<file path="src/rtl/cache_miss_refill_ctrl.sv">
// -----------------------------------------------------------------------------
// cache_miss_refill_ctrl
//   Turns a cache-miss pulse into a line refill. It issues one request for the
//   line base address, then writes BEATS response beats into the cache, one
//   write strobe per beat. One further miss can wait in a pending slot. Misses
//   beyond that are dropped and flagged in a sticky overflow bit.
//
// Ports
//   clk, rst                      clock, asynchronous active-high reset
//   miss_pulse, miss_addr         miss event and the missing address
//   mem_req_valid/ready/addr      refill request handshake (line base)
//   mem_rsp_valid, mem_rsp_data   response beats
//   refill_we/addr/data           registered cache write port
//   refill_busy, refill_done      status: not idle / line-complete pulse
//   clr_overflow, overflow        sticky dropped-miss flag and its clear
// -----------------------------------------------------------------------------
module cache_miss_refill_ctrl #(
   parameter int ADDR_W = 32,
   parameter int DATA_W = 64,
   parameter int BEATS  = 4
) (
   input  logic              clk,
   input  logic              rst,
   input  logic              miss_pulse,
   input  logic [ADDR_W-1:0] miss_addr,
   output logic              mem_req_valid,
   input  logic              mem_req_ready,
   output logic [ADDR_W-1:0] mem_req_addr,
   input  logic              mem_rsp_valid,
   input  logic [DATA_W-1:0] mem_rsp_data,
   output logic              refill_we,
   output logic [ADDR_W-1:0] refill_addr,
   output logic [DATA_W-1:0] refill_data,
   output logic              refill_busy,
   output logic              refill_done,
   input  logic              clr_overflow,
   output logic              overflow
);

   localparam int IDX_W = $clog2(BEATS);

   typedef enum logic [1:0] {IDLE, REQ, FILL, DONE} state_t;

   state_t            state_reg, state_next;
   logic [ADDR_W-1:0] base_reg;
   logic [ADDR_W-1:0] pend_base_reg;
   logic              pend_valid_reg;
   logic [IDX_W-1:0]  beat_cnt_reg;
   logic              overflow_reg;
   logic              refill_we_reg;
   logic [ADDR_W-1:0] refill_addr_reg;
   logic [DATA_W-1:0] refill_data_reg;

   logic [ADDR_W-1:0] miss_base;
   logic              beat_accept;
   logic              last_beat;
   logic              slot_store;
   logic              slot_consume;
   logic              drop;

   assign miss_base   = {miss_addr[ADDR_W-1:IDX_W], {IDX_W{1'b0}}};
   assign beat_accept = (state_reg == FILL) && mem_rsp_valid;
   assign last_beat   = (beat_cnt_reg == IDX_W'(BEATS - 1));

   // The slot is drained whenever the FSM can start a new line: in DONE, and
   // in IDLE for a miss that arrived during a DONE cycle with the slot empty.
   assign slot_consume = pend_valid_reg && ((state_reg == DONE) || (state_reg == IDLE));

   // A miss goes into the slot when the FSM is busy and the slot is free, or
   // when the slot is being drained in the same cycle (DONE, or IDLE while the
   // slot entry is promoted to the active line).
   always_comb begin
      slot_store = 1'b0;
      drop       = 1'b0;
      if (miss_pulse) begin
         if (state_reg == IDLE) begin
            slot_store = pend_valid_reg;
         end else if (!pend_valid_reg || (state_reg == DONE)) begin
            slot_store = 1'b1;
         end else begin
            drop = 1'b1;
         end
      end
   end

   // ---------------- FSM: state register ----------------
   always_ff @(posedge clk or posedge rst) begin
      if (rst) state_reg <= IDLE;
      else     state_reg <= state_next;
   end

   // ---------------- FSM: next state ----------------
   always_comb begin
      state_next = state_reg;
      case (state_reg)
         IDLE:    if (miss_pulse || pend_valid_reg) state_next = REQ;
         REQ:     if (mem_req_ready) state_next = FILL;
         FILL:    if (beat_accept && last_beat) state_next = DONE;
         DONE:    state_next = pend_valid_reg ? REQ : IDLE;
         default: state_next = IDLE;
      endcase
   end

   // ---------------- FSM: outputs ----------------
   always_comb begin
      mem_req_valid = (state_reg == REQ);
      refill_busy   = (state_reg != IDLE);
      refill_done   = (state_reg == DONE);
   end

   assign mem_req_addr = base_reg;
   assign refill_we    = refill_we_reg;
   assign refill_addr  = refill_addr_reg;
   assign refill_data  = refill_data_reg;
   assign overflow     = overflow_reg;

   // ---------------- datapath ----------------
   always_ff @(posedge clk or posedge rst) begin
      if (rst) begin
         base_reg        <= '0;
         pend_base_reg   <= '0;
         pend_valid_reg  <= 1'b0;
         beat_cnt_reg    <= '0;
         overflow_reg    <= 1'b0;
         refill_we_reg   <= 1'b0;
         refill_addr_reg <= '0;
         refill_data_reg <= '0;
      end else begin
         // Active line base: slot entry has priority over a fresh miss.
         if (slot_consume)
            base_reg <= pend_base_reg;
         else if ((state_reg == IDLE) && miss_pulse)
            base_reg <= miss_base;

         if (slot_store)
            pend_base_reg <= miss_base;
         if (slot_store)
            pend_valid_reg <= 1'b1;
         else if (slot_consume)
            pend_valid_reg <= 1'b0;

         if ((state_reg == REQ) && mem_req_ready)
            beat_cnt_reg <= '0;
         else if (beat_accept)
            beat_cnt_reg <= beat_cnt_reg + 1'b1;

         // A drop in the same cycle as a clear leaves the flag set.
         if (drop)
            overflow_reg <= 1'b1;
         else if (clr_overflow)
            overflow_reg <= 1'b0;

         refill_we_reg <= beat_accept;
         if (beat_accept) begin
            refill_data_reg <= mem_rsp_data;
            refill_addr_reg <= base_reg | {{(ADDR_W-IDX_W){1'b0}}, beat_cnt_reg};
         end
      end
   end

endmodule

</file>
<file path="config.mk">
export PLATFORM = sky130hd
export DESIGN_NAME = cache_miss_refill_ctrl
export DESIGN_NICKNAME = d
export VERILOG_FILES = /design/src/rtl/cache_miss_refill_ctrl.sv
export SDC_FILE = /design/constraint.sdc
export NUM_CORES = 1
export LEC_CHECK = 0
export CORE_AREA = 2 2 159 161
export CTS_CLUSTER_DIAMETER = 60
export DETAILED_ROUTE_END_ITERATION = 16
export DIE_AREA = 0 0 161 163
export SLEW_MARGIN = 40
export SYNTH_ARGS = -nofsm -noshare
export SYNTH_HDL_FRONTEND = slang
export SYNTH_SLANG_ARGS = --single-unit
</file>
<file path="constraint.sdc">
create_clock -name clk -period 16.8 [get_ports clk]
set_clock_uncertainty 0.1 [all_clocks]
set_input_delay 5.04 -clock clk [delete_from_list [all_inputs] [get_ports clk]]
set_output_delay 5.04 -clock clk [all_outputs]
set_load 0.05 [all_outputs]
</file>
==> results.yml <==
clock_tree:
  cts_resized: 0
  cts_max_level: 4
  cts_buffer_depth: 2
  post-cts-setup-buffers: 0
  cts.hold.buffers_added: 0
  clock-sinks: 163
  root_buffer: "clkbuf_16"
  clk_latency_ns: 0.42
  cts_tree: "done"
  cts_buffers: 17
  cts.clk_slew.worst_paths_ns: 0.06
timing:
  rsz0062_at_grt: "false"
  max_freq_mhz: 136
  fin_crit_sh_pct: 43.7
  fin_tns_setup_ns: 0
  setup_viol: 0
  hold_violations: 0
  worstMarginPinSlew_ns: 0.814
  slew_headroom_pct: 45.8
  slew_viol_final: 0
  finalWorstPathRequiredPeriod_ns: 7.35
synthesis:
  syn_inst: 442
  synthTopCellsByCount: "dfrtp_1, mux2_2, mux2i_1"
  async_flop_share_pct: 100
  synth_warnings: 0
  ys_ff_latch: 163
  synth_cell_type_count: 28
  synth.most_common_cell: "dfrtp_1"
  synth_top_area_share_pct: 62.8
  synth_edf_count: 0
  synth_ff_type: "dfrtp_1"
  yosysTopAreaCell: "dfrtp_1"
  syn_avg_cell_area_sq_um: 14.7
  synth_area_leaders: "dfrtp_1, mux2_2, mux2i_1"
  syn_area_sq_mm: 0.00649
  ys_seq_area_share_pct: 62.8
floorplan:
  die_w_um: 161
  io_pins: 235
  core_sq_mm: 0.0247
  initial_utilization_pct: 26.3
  fp.dieH_um: 163
  rows: 58
  die-area_sq_mm: 0.0262
global_route:
  grt_use_met3_pct: 3.26
  globalRouteMet2Util_pct: 18.9
  grt_use_met1_pct: 15.9
  grt_max_degree: 106
  first_global_vias: 4442
  grt_pass1_wl_um: 24700
  antenna_found_initial: 0
  grt_usage_pct: 12.0
  top_usage_layer: "met2"
  globalRouteOverflowTotal: 0
setup_path:
  critPathCaptureType: "primary output"
  worstPathCellList: "inv_1 > ha_1 > inv_1 > clkdlybuf4s50_1"
  crit_path_frequent_cell: "inv_1"
  max_stage_delay_ns: 0.86
  required_ns: 11.66
  critPathArrivalTime_ns: 2.21
  path_class: "flip-flop to primary output"
  path_max_fanout: 6
  critPathLaunchType: "flip-flop"
  critPathSlowestCell: "clkdlybuf4s50_1"
final_layout:
  largest_reg_flops: 64
  fin_nets: 777
  drive_above_1_share_pct: 24.9
  antennaDiodeCount: 0
  syn_to_final_growth_pct: 50.4
drt:
  drc: 0
  dr.pass1.iters: 4
  post_drt_wl_per_cell_um: 15.4
  num_vias: 4343
  wl_um: 15600
  drt_iter0_markers: 201
  postRouteAntennaNets: 0
  post_drt_via_cell_ratio: 4.29
run_status:
  status: "finished clean"
placed_design:
  numPortBuffers: 230
  globalplace.congestion: 0.697
  hpwl_um: 10600
job:
  cap_violations: 0
worst_hold_path:
  hold_path_class: "flip-flop to flip-flop"
per-stage QoR:
| stage | instance area (sq um) | worst slack (ns) | utilization (%) | hold WS (ns) | cells |
|---|---|---|---|---|---|
| CTS | 9750 | 9.42 | 39.5 | 0.407 | 1013 |
| global route | 9760 | 9.35 | 39.5 | 0.413 | 1013 |
| global placement | 9120 | 9.21 | 37.0 | 0.386 | 981 |
| floorplan | 6490 | 7.26 | - | 0.379 | 443 |
| finish | 9760 | 9.45 | 39.5 | 0.405 | 1013 |
| detailed placement | 9130 | 9.42 | 37.0 | 0.392 | 981 |
critical path, delay by kind of cell (launching register included):
kind	cells	cell delay [ns]
buf+inv	3	1.09
flops	1	0.43
fa+ha+maj	1	0.27
final cells by class:
cell class / count / area (sq um)
Timing Repair Buffer: 236 / 2350
Multi-Input combinational cell: 244 / 2240
Inverter: 8 / 45.0
Fill cell: 2382 / 14900
Clock inverter: 13 / 171
Sequential cell: 163 / 4080
Tap cell: 330 / 413
Clock buffer: 19 / 453
path summary, 6_finish.rpt:
| check | slack, ns | cells past startpoint | to | startpoint |
|---|---|---|---|---|
| hold / removal | 0.40 | 1 | pend_base_reg[29] | pend_base_reg[29] |
| max in group asynchronous | 10.60 | 3 | mem_req_addr[16] | rst |
| hold reg to reg | 0.40 | 1 | pend_base_reg[29] | pend_base_reg[29] |
| setup / recovery | 9.45 | 4 | refill_busy | state_reg[0] |
| min in group asynchronous | 4.99 | 2 | refill_data[37] | rst |
| setup reg to reg | 13.96 | 7 | mem_req_addr[27] | state_reg[0] |
cell usage in the layout, fill, tap and decap left out, types with 2 or more instances in the layout:
cell type / synthesis / final
a21oi_1: 6 / 6
buf_4: 2 / 4
buf_6: 3 / 2
bufinv_16: 0 / 3
clkbuf_16: 0 / 17
clkbuf_8: 0 / 2
clkdlybuf4s50_1: 0 / 230
clkinvlp_4: 0 / 5
conb_1: 1 / 2
dfrtp_1: 163 / 163
ha_1: 5 / 5
inv_1: 8 / 6
inv_6: 0 / 4
mux2_2: 127 / 127
mux2i_1: 31 / 31
nand2_1: 4 / 4
nand3_1: 27 / 27
nor2_1: 4 / 4
o21ai_0: 24 / 24
o21ai_1: 3 / 3
layer usage:
metal / wire length [um] / share of wire, %
met4: 284 / 1.8
met3: 762 / 4.9
met1: 6930 / 44
met5: 0 / 0
met2: 7620 / 49
cell families (layout without fill, tap and decap cells):
kind of cell	Yosys count	in the layout	share of synthesized area, %
flops	163	163	62.8
simple gates	40	40	3.08
mux	158	158	26.8
buf+inv	36	276	2.83
compound gates	38	38	3.26
other cells	1	2	0.0578
fa+ha+maj	5	5	0.964
xor+xnor	1	1	0.135
Power is not shown: default switching activity piles up to over one toggle a cycle in this logic, so the estimate is an artifact.
